`src/rtl/uart_tx_gen_pkg.sv`:
```
// Shared state encoding, parity constants and elaboration helpers for uart_tx_gen.
package uart_tx_gen_defs;

   typedef enum logic [5:0] {
      ST_IDLE   = 6'b000001,
      ST_START  = 6'b000010,
      ST_DATA   = 6'b000100,
      ST_PARITY = 6'b001000,
      ST_STOP   = 6'b010000,
      ST_FINAL  = 6'b100000
   } status_e;

   localparam int PARITY_NONE = 0;
   localparam int PARITY_EVEN = 1;
   localparam int PARITY_ODD  = 2;

   function automatic int clog2(input int value);
      int r;
      r = 0;
      while ((1 << r) < value) r++;
      return r;
   endfunction

   function automatic int bit_clocks(input int clk_khz, input int baud_bps);
      return int'((longint'(clk_khz) * 1000) / longint'(baud_bps));
   endfunction

   function automatic string to_string(input status_e s);
      case (s)
         ST_IDLE:   return "Idle";
         ST_START:  return "StartBit";
         ST_DATA:   return "DataBits";
         ST_PARITY: return "ParityBit";
         ST_STOP:   return "StopBits";
         ST_FINAL:  return "Finalize";
         default:   return "Unknown";
      endcase
   endfunction

endpackage

```
`src/rtl/uart_tx_gen_bit_timer.sv`:
```
// Bit-period counter: tick marks the last clock of each bit while run is high.
module uart_bit_timer
   import uart_tx_gen_defs::*;
#(
   parameter int BIT_CLOCKS = 2
) (
   input  logic clk,
   input  logic rst,
   input  logic clear,
   input  logic run,
   output logic tick
);

   localparam int CW = clog2(BIT_CLOCKS);

   logic [CW-1:0] cnt_q, cnt_d;

   assign tick = run && (cnt_q == CW'(BIT_CLOCKS - 1));

   always_comb begin
      cnt_d = cnt_q;
      if (clear || tick) cnt_d = '0;
      else if (run)      cnt_d = cnt_q + 1'b1;
   end

   always_ff @(posedge clk) begin
      if (!rst) cnt_q <= '0;
      else      cnt_q <= cnt_d;
   end

endmodule

```
`src/rtl/uart_tx_gen.sv`:
```
// Parametrised UART transmitter with valid/ready input and registered outputs.
// Define UART_TX_GEN_HOLD_EN to add a one-entry holding register for gapless frames.
module uart_tx_gen
   import uart_tx_gen_defs::*;
#(
   parameter int CLK_FREQ_KHz  = 50000,
   parameter int BAUD_RATE_BPS = 115200,
   parameter int DATA_WIDTH    = 8,
   parameter int PARITY_MODE   = 0,
   parameter int STOP_BITS     = 1
) (
   input  logic                  clk,
   input  logic                  rst,
   input  logic                  data_en,
   input  logic [DATA_WIDTH-1:0] data,
   output logic                  data_ready,
   output logic                  tx,
   output logic                  tx_en,
   output logic                  tx_done
);

   localparam int BIT_CLOCKS = bit_clocks(CLK_FREQ_KHz, BAUD_RATE_BPS);
   localparam int DBW        = clog2(DATA_WIDTH);

   if (BIT_CLOCKS < 2) begin : g_bad_baud
      $error("uart_tx_gen: BIT_CLOCKS must be at least 2");
   end
   if (DATA_WIDTH < 5 || DATA_WIDTH > 9) begin : g_bad_width
      $error("uart_tx_gen: DATA_WIDTH must be 5..9");
   end
   if (PARITY_MODE < 0 || PARITY_MODE > 2 || STOP_BITS < 1 || STOP_BITS > 2) begin : g_bad_cfg
      $error("uart_tx_gen: bad PARITY_MODE or STOP_BITS");
   end

   status_e               state_q, state_d;
   logic [DATA_WIDTH-1:0] shift_q, shift_d, hold_q, hold_d;
   logic [DBW-1:0]        dcnt_q, dcnt_d;
   logic                  stop_q, stop_d, par_q, par_d, hold_full_q, hold_full_d;
   logic                  rdy_q, rdy_d, tx_q, tx_d, tx_en_q, tx_en_d, tx_done_q, tx_done_d;
   logic                  tick, run, accept, load, entry;
`ifdef UART_TX_GEN_HOLD_EN
   logic                  chain_q, chain_d;
`endif

   assign run    = state_q inside {ST_START, ST_DATA, ST_PARITY, ST_STOP};
   assign accept = data_en && rdy_q;
   assign entry  = state_d != state_q;
   assign load   = (state_d == ST_START) && (state_q != ST_START);

   uart_bit_timer #(.BIT_CLOCKS(BIT_CLOCKS)) u_timer (
      .clk   (clk),
      .rst   (rst),
      .clear (entry),
      .run   (run),
      .tick  (tick)
   );

   always_ff @(posedge clk) begin
      if (!rst) state_q <= ST_IDLE;
      else      state_q <= state_d;
   end

   always_comb begin
      state_d = state_q;
      unique case (state_q)
         ST_IDLE:   if (hold_full_q) state_d = ST_START;
         ST_START:  if (tick) state_d = ST_DATA;
         ST_DATA:   if (tick && dcnt_q == DBW'(DATA_WIDTH - 1))
                       state_d = (PARITY_MODE != PARITY_NONE) ? ST_PARITY : ST_STOP;
         ST_PARITY: if (tick) state_d = ST_STOP;
         ST_STOP:   if (tick && (STOP_BITS == 1 || stop_q)) begin
`ifdef UART_TX_GEN_HOLD_EN
                       state_d = hold_full_q ? ST_START : ST_FINAL;
`else
                       state_d = ST_FINAL;
`endif
                    end
         ST_FINAL:  state_d = ST_IDLE;
         default:   state_d = ST_IDLE;
      endcase
   end

   // Accepted words always land in hold first; a frame starts by draining it.
   always_comb begin
      shift_d     = shift_q;
      par_d       = par_q;
      hold_d      = hold_q;
      hold_full_d = hold_full_q;
      dcnt_d      = dcnt_q;
      stop_d      = stop_q;
      if (load) begin
         shift_d     = hold_q;
         par_d       = (^hold_q) ^ (PARITY_MODE == PARITY_ODD);
         hold_full_d = 1'b0;
      end else if (state_q == ST_DATA && tick) begin
         shift_d = shift_q >> 1;
      end
      if (accept) begin
         hold_d      = data;
         hold_full_d = 1'b1;
      end
      if (entry) begin
         dcnt_d = '0;
         stop_d = 1'b0;
      end else begin
         if (state_q == ST_DATA && tick) dcnt_d = dcnt_q + 1'b1;
         if (state_q == ST_STOP && tick) stop_d = ~stop_q;
      end
`ifdef UART_TX_GEN_HOLD_EN
      rdy_d   = !hold_full_d;
      chain_d = (state_q == ST_STOP) && (state_d == ST_START);
`else
      rdy_d   = (state_d == ST_IDLE) && !hold_full_d;
`endif
   end

   always_comb begin
      tx_d      = 1'b1;
      tx_en_d   = 1'b0;
      tx_done_d = 1'b0;
      unique case (state_q)
         ST_START:  begin tx_d = 1'b0;       tx_en_d = 1'b1; end
         ST_DATA:   begin tx_d = shift_q[0]; tx_en_d = 1'b1; end
         ST_PARITY: begin tx_d = par_q;      tx_en_d = 1'b1; end
         ST_STOP:   tx_en_d = 1'b1;
         ST_FINAL:  tx_done_d = 1'b1;
         default:   ;
      endcase
`ifdef UART_TX_GEN_HOLD_EN
      if (chain_q) tx_done_d = 1'b1;
`endif
   end

   always_ff @(posedge clk) begin
      if (!rst) begin
         shift_q     <= '0;
         hold_q      <= '0;
         hold_full_q <= 1'b0;
         par_q       <= 1'b0;
         dcnt_q      <= '0;
         stop_q      <= 1'b0;
         rdy_q       <= 1'b1;
         tx_q        <= 1'b1;
         tx_en_q     <= 1'b0;
         tx_done_q   <= 1'b0;
      end else begin
         shift_q     <= shift_d;
         hold_q      <= hold_d;
         hold_full_q <= hold_full_d;
         par_q       <= par_d;
         dcnt_q      <= dcnt_d;
         stop_q      <= stop_d;
         rdy_q       <= rdy_d;
         tx_q        <= tx_d;
         tx_en_q     <= tx_en_d;
         tx_done_q   <= tx_done_d;
      end
   end

`ifdef UART_TX_GEN_HOLD_EN
   always_ff @(posedge clk) begin
      if (!rst) chain_q <= 1'b0;
      else      chain_q <= chain_d;
   end
`endif

   assign data_ready = rdy_q;
   assign tx         = tx_q;
   assign tx_en      = tx_en_q;
   assign tx_done    = tx_done_q;

endmodule
```
`config.mk`:
```
export PLATFORM = sky130hd
export DESIGN_NAME = uart_tx_gen
export DESIGN_NICKNAME = d
export VERILOG_FILES = /design/src/rtl/uart_tx_gen_pkg.sv /design/src/rtl/uart_tx_gen_bit_timer.sv /design/src/rtl/uart_tx_gen.sv
export SDC_FILE = /design/constraint.sdc
export NUM_CORES = 1
export LEC_CHECK = 0
export BUFFER_PORTS_ARGS = -buffer_cell sky130_fd_sc_hd__clkbuf_2
export CAP_MARGIN = 30
export CORE_ASPECT_RATIO = 1.5
export CORE_MARGIN = 1
export CORE_UTILIZATION = 50
export CTS_CLUSTER_DIAMETER = 150
export CTS_CLUSTER_SIZE = 16
export DETAILED_ROUTE_END_ITERATION = 10
export PLACE_DENSITY = 0.72
export SLEW_MARGIN = 20
export SYNTH_ARGS = -nofsm -noshare
export SYNTH_HDL_FRONTEND = slang
export SYNTH_SLANG_ARGS = --single-unit
```
`constraint.sdc`:
```
create_clock -name clk -period 5.2 [get_ports clk]
set_clock_uncertainty 0.2 [all_clocks]
set_input_delay 0.52 -clock clk [delete_from_list [all_inputs] [get_ports clk]]
set_output_delay 0.52 -clock clk [all_outputs]
set_load 0.005 [all_outputs]
```
[Word-level counts from Yosys, hierarchy flattened]
Cells that the tools add are included.
Storage, ports and cells
  flip-flop bits (word level): 40
  input port bits: 11
  output and inout bits: 4
  word-level logic and storage cells: 53
Operators by class
  add/subtract/negate cells: 2
  equal/unequal tests: 12
  multiplexer cells: 13
  bitwise logic cells: 1
  reduce and logical (&&, ||, !) cells: 14
Operators with widths (count)
  2-to-1 mux 6 bit: 5
  one-hot mux 6 bit (5 select lines): 1
  2-to-1 mux 8 bit: 2
  equality test 6 x 1 -> 1 bit, second input constant: 2
  equality test 6 x 2 -> 1 bit, second input constant: 2
  adder 9 x 1 -> 9 bit, second input constant: 1
  equality test 9 bit, second input constant: 1
  XOR reduction 8 bit: 1
  equality test 6 x 3 -> 1 bit, second input constant: 1
  equality test 6 x 4 -> 1 bit, second input constant: 1
  equality test 6 x 5 -> 1 bit, second input constant: 1
  equality test 6 bit, second input constant: 1
  logical AND 1 bit: 6
  inequality test 6 x 2 -> 1 bit, second input constant: 1
  inequality test 6 bit: 1
  2-to-1 mux 1 bit: 4
  nonzero test 4 bit: 1
  OR reduction 2 bit: 2
  OR reduction 4 bit: 1
  adder 3 x 1 -> 3 bit, second input constant: 1
  equality test 3 bit, second input constant: 1
  one-hot mux 1 bit (3 select lines): 1
  nonzero test 2 bit: 1
  zero test 1 bit: 1
  2 further kinds: 2

[Depth between registers and ports, before layout]
Gate-level depths: netlist of the first run.
  word-level depth: 12
  gate-level depth with buffers: 8

[Hierarchy]
From an unflattened synthesis of the first run, not the netlist that was laid out.
Unflattened totals
  cells, all modules: 229
  area, all modules: 2072.0 um2
By module, submodules not included
  uart_tx_gen: times used 1, cells each 176, area each 1612.8 um2
  uart_bit_timer: times used 1, cells each 53, area each 459.2 um2

[Worst setup path before layout of the first run]
OpenSTA, ideal clock, no wires.
  path kind: reg-to-reg
  from: reg state_q[3]
  to: reg state_q[1]
  library setup time: 0.070 ns
  arrival: 1.795 ns
  required time: 4.930 ns
  setup slack: 3.135 ns
  stages on the path, launching flop included: 7
  clock period less this slack: 2.065 ns
  path through: dfxtp_1 buf_6 or4b_4 o311a_4 or2_4 or3_1 a21oi_1
On the way
  word-level cells in the longest chain between the ends: 6
RTL lines
  start, declared: RTL line uart_tx_gen.sv:35  | status_e state_q, state_d;
  start signal, assigned: RTL line uart_tx_gen.sv:60  | else state_q <= state_d;
  equality test 6 x 2 -> 1 bit, or another cell as far along: RTL line uart_tx_gen.sv:45, uart_tx_gen.sv:65
  nonzero test 4 bit: RTL line uart_tx_gen.sv:45  | assign run = state_q inside {ST_START, ST_DATA, ST_PARITY, ST_STOP};
  logical AND 1 bit: RTL line uart_tx_gen_bit_timer.sv:18  | assign tick = run && (cnt_q == CW'(BIT_CLOCKS - 1));
  logical AND 1 bit: RTL line uart_tx_gen.sv:68  | ST_DATA: if (tick && dcnt_q == DBW'(DATA_WIDTH - 1))
  2-to-1 mux 6 bit: RTL line uart_tx_gen.sv:68
  one-hot mux 6 bit (5 select lines) (*): RTL line uart_tx_gen.sv:65  | unique case (state_q)
Mark *: on every way between the ends. The rest lies on a longest branch, timed or not.
A chain may end at the register's enable or synchronous reset.

[Worst setup path in the final report of the first run]
  from: reg u_timer.cnt_q[0]
  to: reg shift_q[0]
On the way
  word-level cells in the longest chain between the ends: 8
RTL lines
  start, declared: RTL line uart_tx_gen_bit_timer.sv:16  | logic [CW-1:0] cnt_q, cnt_d;
  start signal, assigned: RTL line uart_tx_gen_bit_timer.sv:28  | else cnt_q <= cnt_d;
  equality test 9 bit (*): RTL line uart_tx_gen_bit_timer.sv:18
  logical AND 1 bit (*): RTL line uart_tx_gen_bit_timer.sv:18
  logical AND 1 bit: RTL line uart_tx_gen.sv:68
  2-to-1 mux 6 bit: RTL line uart_tx_gen.sv:68
  one-hot mux 6 bit (5 select lines): RTL line uart_tx_gen.sv:65
  equality test 6 x 2 -> 1 bit: RTL line uart_tx_gen.sv:48  | assign load = (state_d == ST_START) && (state_q != ST_START);
  logical AND 1 bit: RTL line uart_tx_gen.sv:48
  2-to-1 mux 8 bit / nonzero test 2 bit (equally long branches)
  end signal, assigned: RTL line uart_tx_gen.sv:147  | shift_q <= shift_d;
  end, declared: RTL line uart_tx_gen.sv:36  | logic [DATA_WIDTH-1:0] shift_q, shift_d, hold_q, hold_d;
Marks and branches as above.

==> metrics.txt, run 1 <==
Syn Nets=approximately 250; reg2reg start=u_timer.cnt_q[0]; FF-to-FF End=shift_q[0]; Max Clk Rate=between 300 and 400 MHz; Final Hold Violating Endpoints=0; RSZ-0062 raised after global routing=false; P per Cell Area=roughly 320 nW/µm²; Mapped Area=around 2000 µm²; Die ar.=approximately 4300 µm²; clk root buf=clkbuf_8; global-route wire length before repair=roughly 6500 µm; antenna violations before repair=0; critical path depth in cells=6; worst path bufs/invs=0; EDFF count, synth=0; Crit-path slowest cell=nand3_1; diode count=0; CP max FO=12; Initial Util=53.5%; post-layout min period=around 2.7 ns; FF/Latch Area=roughly 800 µm²; crit-path cells=ha_1, nand4b_1, nor2_1, nand3_1, mux2i_1, a211oi_1; status=finished clean; Clock Tree Buf Depth=2; setup repair bufs after CTS=0; initial DRC count=37; Core Area=3750 µm²; critical path's largest stage delay=roughly 0.66 ns; Die Span X=roughly 54 µm; Cells after Synth=around 240; Reg2Reg Depth=6; Slew HR=about 51%; die height=between 70 and 80 µm; max cap viols=0; fill cell count=about 360; final setup violating endpoints=0; Leak Pwr=0.869 nW; CP startpoint=u_timer.cnt_q[0]; DRC Markers=0; largest net degree at the start of global routing=26; reg-to-reg slack, setup=2.48 ns; drt wl/cell=13.5 µm; CP startpoint kind=flop; Tot GR Track Use=between 20% and 30%; post-synth cell types=45; vias per inst=5.79; gpl congestion=~0.84; final WL=between 3000 and 4000 µm; crit-path leading delay family=simple AND/OR/NAND/NOR gates; PostCTS Resize Cnt=0; post-layout util=about three fifths; Num CTS Buffers=5; # hold bufs at CTS=0; Clk Latency, worst-skew pair=around 0.3 ns; Boundary Pins=15; Clock Pin Slew Worst Setup and Hold Paths=~0.080 ns; fraction of layout cells with a size suffix above 1=roughly an eighth; I/O Buffers=14; Setup CP Type=reg2reg; startpoint of the lowest-slack hold path=data[5]; footprint of the multi-input gates=1110 µm²; 1st-pass router iterations=6; Seq/Total Area, Yosys=between 30% and 40%; vias in the first global route=~1600; CTS tree=built; H-tree depth=2; worst-margin pin slew=approximately 0.74 ns; flops & latches, synth=40; hpwl dp=roughly 2700 µm; Via Count=1656; Yosys warning count=0; Fin Setup TNS=0 ns; Top FF cell, synth=dfxtp_1; end of the critical path=shift_q[0]; Syn Area/Cell=roughly 8.5 µm²; WP data arrival=approximately 2.7 ns; Max Slew Vio Count=0; ANT nets after route=0; ys async rst share=0%; crit end category=flop; CTS Sinks=40; crit share post-route=a little over half; HP Class=in2reg; synthesis-to-finish area growth=8.98%; GRT overflow=0; row count=27; nets=roughly 260; Worst IR Drop VDD=0.260 mV; Crit path required time=~5.2 ns
## power breakdown
| part | internal [mW] | leakage [nW] | switching (mW) | total, mW |
|---|---|---|---|---|
| Clock | 0.169 | 0.0645 | 0.107 | 0.277 |
| Sequential | 0.323 | 0.325 | 0.0185 | 0.341 |
| Combinational | 0.0353 | 0.479 | 0.0463 | 0.0816 |
| Total | 0.527 | 0.869 | 0.172 | 0.699 |
## cells in the final DEF (no fill, tap or decap), drive strengths merged, types with 3 or more instances in the layout
| cell type | count |
|---|---|
| xor2 | 5 |
| nor4 | 4 |
| inv | 6 |
| nand2 | 21 |
| a211oi | 8 |
| o21ai | 4 |
| nand3 | 18 |
| mux2i | 11 |
| or4b | 3 |
| clkbuf | 21 |
| a21oi | 18 |
| ha | 4 |
| nor3 | 9 |
| dfxtp | 40 |
| xnor2 | 14 |
| nor2 | 27 |
| nor2b | 3 |
## state kept, by name, indices dropped and copies added, names as in the netlist
signal and count:
tx_done 1, state_q 6, hold_full_q 1, shift_q 8
par_q 1, u_timer.cnt_q 9, tx_en 1, data_ready 1
dcnt_q 3, hold_q 8, tx 1
## worst min-delay path by stage
| stage | slack (ns) | end | depth (start not counted) |
|---|---|---|---|
| after floorplan | 0.23 | par_q | 2 |
| after global placement | 0.24 | par_q | 2 |
| after detailed placement | 0.25 | par_q | 2 |
| after CTS | 0.24 | hold_q[5] | 3 |
| after global routing | 0.24 | hold_q[5] | 3 |
| final | 0.25 | hold_q[5] | 3 |
## cells by family (layout without fill, tap and decap cells)
logic type / Yosys count / after routing / share of synthesized area [%]
compound gates: 43 / 43 / 14.5
simple gates: 98 / 98 / 24.8
buf+inv: 22 / 28 / 4.61
xor+xnor: 19 / 19 / 8.29
fa+ha+maj: 4 / 4 / 2.49
mux: 11 / 11 / 5.49
flops: 40 / 40 / 39.9
## per-stage QoR
| stage | std cells | cell area (µm²) | hold slack (ns) | power [mW] | setup slack (ns) |
|---|---|---|---|---|---|
| after floorplan | 237 | 2010 | 0.232 | 0.409 | 3.13 |
| after global placement | 278 | 2060 | 0.245 | 0.429 | 2.58 |
| after detailed placement | 278 | 2060 | 0.249 | 0.431 | 2.48 |
| after CTS | 286 | 2190 | 0.240 | 0.708 | 2.47 |
| after global routing | 286 | 2190 | 0.245 | 0.734 | 2.22 |
| final | 286 | 2190 | 0.246 | 0.699 | 2.48 |
## worst register-to-register path, delay by kind of cell (launching register included)
family / cells / cell delay, ns
compound gates: 1 / 0.25
simple gates: 3 / 1.31
mux: 1 / 0.27
flops: 1 / 0.43
fa+ha+maj: 1 / 0.18
## cell usage after synthesis, drive strengths merged, types with 2 or more instances
cell	count	area [µm²]
nor3b	2	15.0
xnor2	14	123
or4b	3	33.8
nor2b	3	18.8
a211oi	8	60.1
mux2i	11	110
ha	4	50.1
clkbuf	12	45.0
a21oi	18	90.1
and4	2	17.5
dfxtp	40	801
nor4	4	25.0
buf	4	25.0
o41ai	2	17.5
o21ai	4	20.0
o2111ai	2	17.5
nor3	9	50.1
xor2	5	43.8
inv	6	22.5
nand2	21	78.8
nand3	18	90.1
or2	2	15.0
nand4	2	12.5
nor2	27	101
## layer usage
layer / part of all wire [%] / wire length, µm / global-route usage [%] / vias to the layer above
li1: - / - / - / 848
met1: 42 / 1640 / 21.1 / 767
met2: 53 / 2040 / 37.4 / 33
met3: 3.1 / 118 / 5.90 / 8
met4: 1.8 / 71 / 10.3 / 0
met5: 0 / 0 / 0 / -
## layout make-up
| type | count | share of cell area (%) |
|---|---|---|
| clock buffers | 7 | 4.41 |
| repair buffers | 14 | 3.20 |
| multi-input cells | 175 | 50.9 |
| well taps | 43 | 2.46 |
| clock inverters | 1 | 1.37 |
| inverters | 6 | 1.03 |
| flip-flops and latches | 40 | 36.6 |
No activity file was read; power rests on OpenSTA's default activity.
==> run 2, diff against run 1 <==
Settings changed: PLACE_DENSITY 0.72 to 0.75.
Clock period 5.2 ns to 2.3 ns, I/O delays scaled along.
==> run 2 against run 1 <==
Register-to-register slack lost 2.4 ns; worst setup slack got worse by 2.4 ns; fmax increased by 23%; clock power grew 76%; final cell count rose by 7.3%; core utilization up 4.0 points; count of clock-buffer cells in the layout unchanged; critical path type unchanged.
==> metrics.txt, run 2 (same netlist as run 1, synthesis figures left out) <==
initial DRC count=53; Final Hold Violating Endpoints=0; vias per inst=roughly 5.7; fill cell count=around 350; Slew HR=roughly 64%; met2 usage=between 40% and 50%; CTS Sinks=40; WP data arrival=around 2.2 ns; GR met1 Demand/Resource=24.4%; gpl congestion=around 0.80; Max Slew Vio Count=0; crit share post-route=between 90% and 100%; Largest regs=u_timer.cnt_q: 9 flops, hold_q: 8 flops, shift_q: 8 flops; drt wl/cell=approximately 14 µm; diode count=0; Core Area=approximately 3700 µm²; final setup violating endpoints=0; status=finished clean; crit end category=flop; Initial Util=roughly 54%; hpwl dp=roughly 3000 µm; H-tree depth=2; CP startpoint kind=flop; Clk Latency, worst-skew pair=between 0.2 and 0.3 ns; GRT met3 Usage=5.52%; Boundary Pins=15; Setup CP Type=reg2reg; largest reg by FF count=u_timer.cnt_q; CP max FO=10; nets=278; vias in the first global route=approximately 1700; I/O Buffers=14; die height=a little under 80 µm; P per Cell Area=~630 nW/µm²; largest net degree at the start of global routing=26; row count=27; global-route wire length before repair=around 7300 µm; Crit path required time=2.31 ns; Die Span X=approximately 54 µm; synthesis-to-finish area growth=16.5%; Max Clk Rate=~450 MHz; Largest register FFs=9; GRT overflow=0; Worst IR Drop VDD=just over 0.7 mV; Tot GR Track Use=approximately a quarter; worst-margin pin slew=between 0.5 and 0.6 ns; worst slack, placed=between 0.1 and 0.15 ns; max cap viols=0; Fin Setup TNS=0 ns; HP Class=in2reg; Leak Pwr=around 0.95 nW; most frequent cells in the layout=dfxtp_1, nor2_1, nand2_1; global route hottest layer=met2; Clock Pin Slew Worst Setup and Hold Paths=around 0.080 ns; CTS tree=built; antenna violations before repair=0; clk root buf=clkbuf_8; reg-to-reg slack, setup=around 0.09 ns; post-layout min period=approximately 2.2 ns; DRC Markers=0; Via Count=around 1700; setup repair bufs after CTS=0; Die ar.=4280 µm²; Num CTS Buffers=5; fraction of layout cells with a size suffix above 1=between 10% and 20%; final WL=4320 µm; ANT nets after route=0; 1st-pass router iterations=4; setup ws final=0.0896 ns; RSZ-0062 raised after global routing=true; leading cell type in the layout, fill and taps excluded=dfxtp_1; Clock Tree Buf Depth=2
run 2: stage by stage:
step / hold slack [ns] / power [mW] / util (%) / cell area [µm²] / cells
after global routing: 0.108 / 1.54 / 62.3 / 2340 / 307
after floorplan: 0.104 / 0.926 / - / 2010 / 237
after CTS: 0.0968 / 1.48 / 62.3 / 2330 / 307
after detailed placement: 0.247 / 0.981 / 57.4 / 2150 / 290
after global placement: 0.246 / 0.975 / 57.4 / 2150 / 290
final: 0.110 / 1.46 / 62.3 / 2340 / 307
run 2: cell type report:
cell class | count | area (µm²) | share of cell area [%]
repair buffers | 35 | 250 | 10.7
flip-flops and latches | 40 | 801 | 34.3
clock buffers | 7 | 86.3 | 3.69
well taps | 43 | 53.8 | 2.30
multi-input cells | 175 | 1120 | 47.8
clock inverters | 1 | 7.51 | 0.321
inverters | 6 | 22.5 | 0.964
run 2: worst paths after layout:
path	startpoint	end	cells past startpoint
max	state_q[2]	u_timer.cnt_q[1]	6
min	data_en	hold_q[4]	3
max reg2reg	state_q[2]	u_timer.cnt_q[1]	6
min reg2reg	par_q	par_q	2
run 2: where the power goes:
part | total [mW] | leakage, nW | internal, mW | switching (mW)
combinational | 0.212 | 0.580 | 0.0961 | 0.115
sequential | 0.766 | 0.325 | 0.730 | 0.0361
clock | 0.488 | 0.0445 | 0.244 | 0.244
run 2: worst max-delay path: stages (launching register included):
cell       delay (ns)
dfxtp_1          0.37
buf_4            0.19
nor4_1           0.32
a22oi_1          0.15
nor3_1           0.26
o2111ai_1        0.34
a211oi_1         0.29
run 2: timing repair:
action | 4_1_cts | 5_1_grt
hold buffers | 9 | 0
endpoints found under the setup margin | 0 | 10
endpoints found under the hold margin | 9 | 0
resized for setup | 0 | 1
run 2: layer usage:
layer  wire length (µm)  vias to the layer above
li1                   -                      895
met1               1720                      808
met2               2390                       34
met3                 98                        8
met4                105                        0
met5                  0                        -
==> run 3, diff against run 2 <==
Settings changed: PLACE_DENSITY 0.75 to 0.72.
==> run 3 against run 2 <==
Flip-flop and latch count is the same; fmax grew 1.9%; global-route usage shrank 2.1 points; combinational power shrank 2%; count of clock-buffer cells in the layout shrank 1; critical path type unchanged; critical endpoint is now state_q[1]; largest cell class unchanged; highest routed layer unchanged.
==> metrics.txt, run 3 (same netlist as run 1, synthesis figures left out) <==
Clk Latency, worst-skew pair=0.29 ns; Boundary Pins=15; Core Area=approximately 3700 µm²; final WL=between 3000 and 4000 µm; crit share post-route=between 90 and 100%; Placed Cells incl. Taps=290; GRT overflow=0; leading cell type in the layout, fill and taps excluded=dfxtp_1; row count=27; max cap viols=0; Tot GR Track Use=between 20% and 30%; startpoint of the lowest-slack hold path=data_en; CP startpoint=state_q[4]; Final Hold Violating Endpoints=0; FF/Latch Area=801 µm²; largest net degree at the start of global routing=26; switch share=27.0%; vias in the first global route=approximately 1600; Initial Util=53.5%; reg2reg start=state_q[4]; Die Span X=approximately 54 µm; Die ar.=about 4300 µm²; Clock Pin Slew Worst Setup and Hold Paths=0.08 ns; drt wl/cell=13.0 µm; clk root buf=clkbuf_8; antenna violations before repair=0; setup ws final=about 0.13 ns; Crit-path slowest cell=or4b_4; post-layout min period=2.17 ns; Slew HR=a little over three fifths; Fin Setup TNS=0 ns; footprint of the multi-input gates=around 1100 µm²; crit end category=flop; most frequent cells in the layout=dfxtp_1, nor2_1, nand2_1; gpl congestion=about 0.81; Leak Pwr=around 0.95 nW; Total Power=1.42 mW; critical path depth in cells=5; diode count=0; synthesis-to-finish area growth=15.8%; Setup CP Type=reg2reg; crit-path leading delay family=simple AND/OR/NAND/NOR gates; die height=roughly 80 µm; fraction of layout cells with a size suffix above 1=~15%; CTS tree=built; global-route wire length before repair=6790 µm; CP max FO=9; Reg2Reg Depth=5; Worst IR Drop VDD=roughly 0.49 mV; ANT nets after route=0; post-layout util=between 60% and 70%; hpwl dp=2780 µm; Via Count=between 1500 and 2000; WP data arrival=around 2.2 ns; Cell Int Power=1.03 mW; CP startpoint kind=flop; Sequential Power Share=54.1%; Cells on Worst Hold Path=3; Num CTS Buffers=5; Max Slew Vio Count=0; combinational group share of total power=around 15%; 1st-pass router iterations=4; largest reg by FF count=u_timer.cnt_q; HP Class=in2reg; Clock Tree Buf Depth=2; RSZ-0062 raised after global routing=true; Non-Filler Instances=about 310; worst-margin pin slew=around 0.56 ns; final setup violating endpoints=0; worst path bufs/invs=0; critical path's largest stage delay=approximately 0.52 ns; CTS Sinks=40; P per Cell Area=610 nW/µm²; H-tree depth=2; Clk network pwr share=between 30% and 40%; Post-DP Area=approximately 2200 µm²; vias per inst=around 5.5; worst hold margin=between 0.09 and 0.1 ns; Max Clk Rate=~460 MHz; Crit path required time=2.32 ns; fill cell count=340; Largest regs=u_timer.cnt_q: 9 flops, hold_q: 8 flops, shift_q: 8 flops; I/O Buffers=14; Largest register FFs=9; DRC Markers=0; nets=roughly 280; worst slack, placed=~0.15 ns; crit-path cells=or4b_4, o311a_4, or2_4, or3_1, a21oi_1; Psw=between 0.3 and 0.4 mW; status=finished clean; initial DRC count=38; design area=around 2300 µm²
run 3: worst min-delay path, cell delays in order:
cell	delay, ns
clkbuf_2	0.15
nand3_1	0.10
a21oi_1	0.05
run 3: metal layers:
layer | track usage (%) | vias up | part of all wire, %
li1 | - | 885 | -
met1 | 22.5 | 761 | 42
met2 | 39.1 | 31 | 53
met3 | 4.76 | 6 | 2.8
met4 | 8.68 | 0 | 1.8
met5 | 0 | - | 0
run 3: path summary, 6_finish.rpt:
kind | end | slack (ns)
worst max-delay path | state_q[1] | 0.13
worst min-delay path | hold_q[4] | 0.09
worst min register to register | par_q | 0.25
worst max register to register | state_q[1] | 0.13
run 3: what timing repair did:
item | 4_1_cts | 5_1_grt
gates resized for setup | 0 | 1
hold endpoints to repair | 9 | 0
buffers inserted | 0 | 0
endpoints found under the setup margin | 0 | 1
hold buffers | 9 | 0
run 3: power by group through the flow:
stage,Clock (mW),Combinational (mW),Sequential [mW]
final,0.443,0.208,0.767
after global routing,0.482,0.235,0.772
after CTS,0.451,0.208,0.767
after detailed placement,0,0.195,0.783
after global placement,0,0.193,0.783
after floorplan,0,0.162,0.764
run 3: layout make-up:
cell class / instances / area share, %
Multi-Input combinational cell: 175 / 48.2
Sequential cell: 40 / 34.4
Timing Repair Buffer: 35 / 10.8
Clock buffer: 6 / 3.12
Tap cell: 43 / 2.31
Inverter: 6 / 0.969
Clock inverter: 1 / 0.215
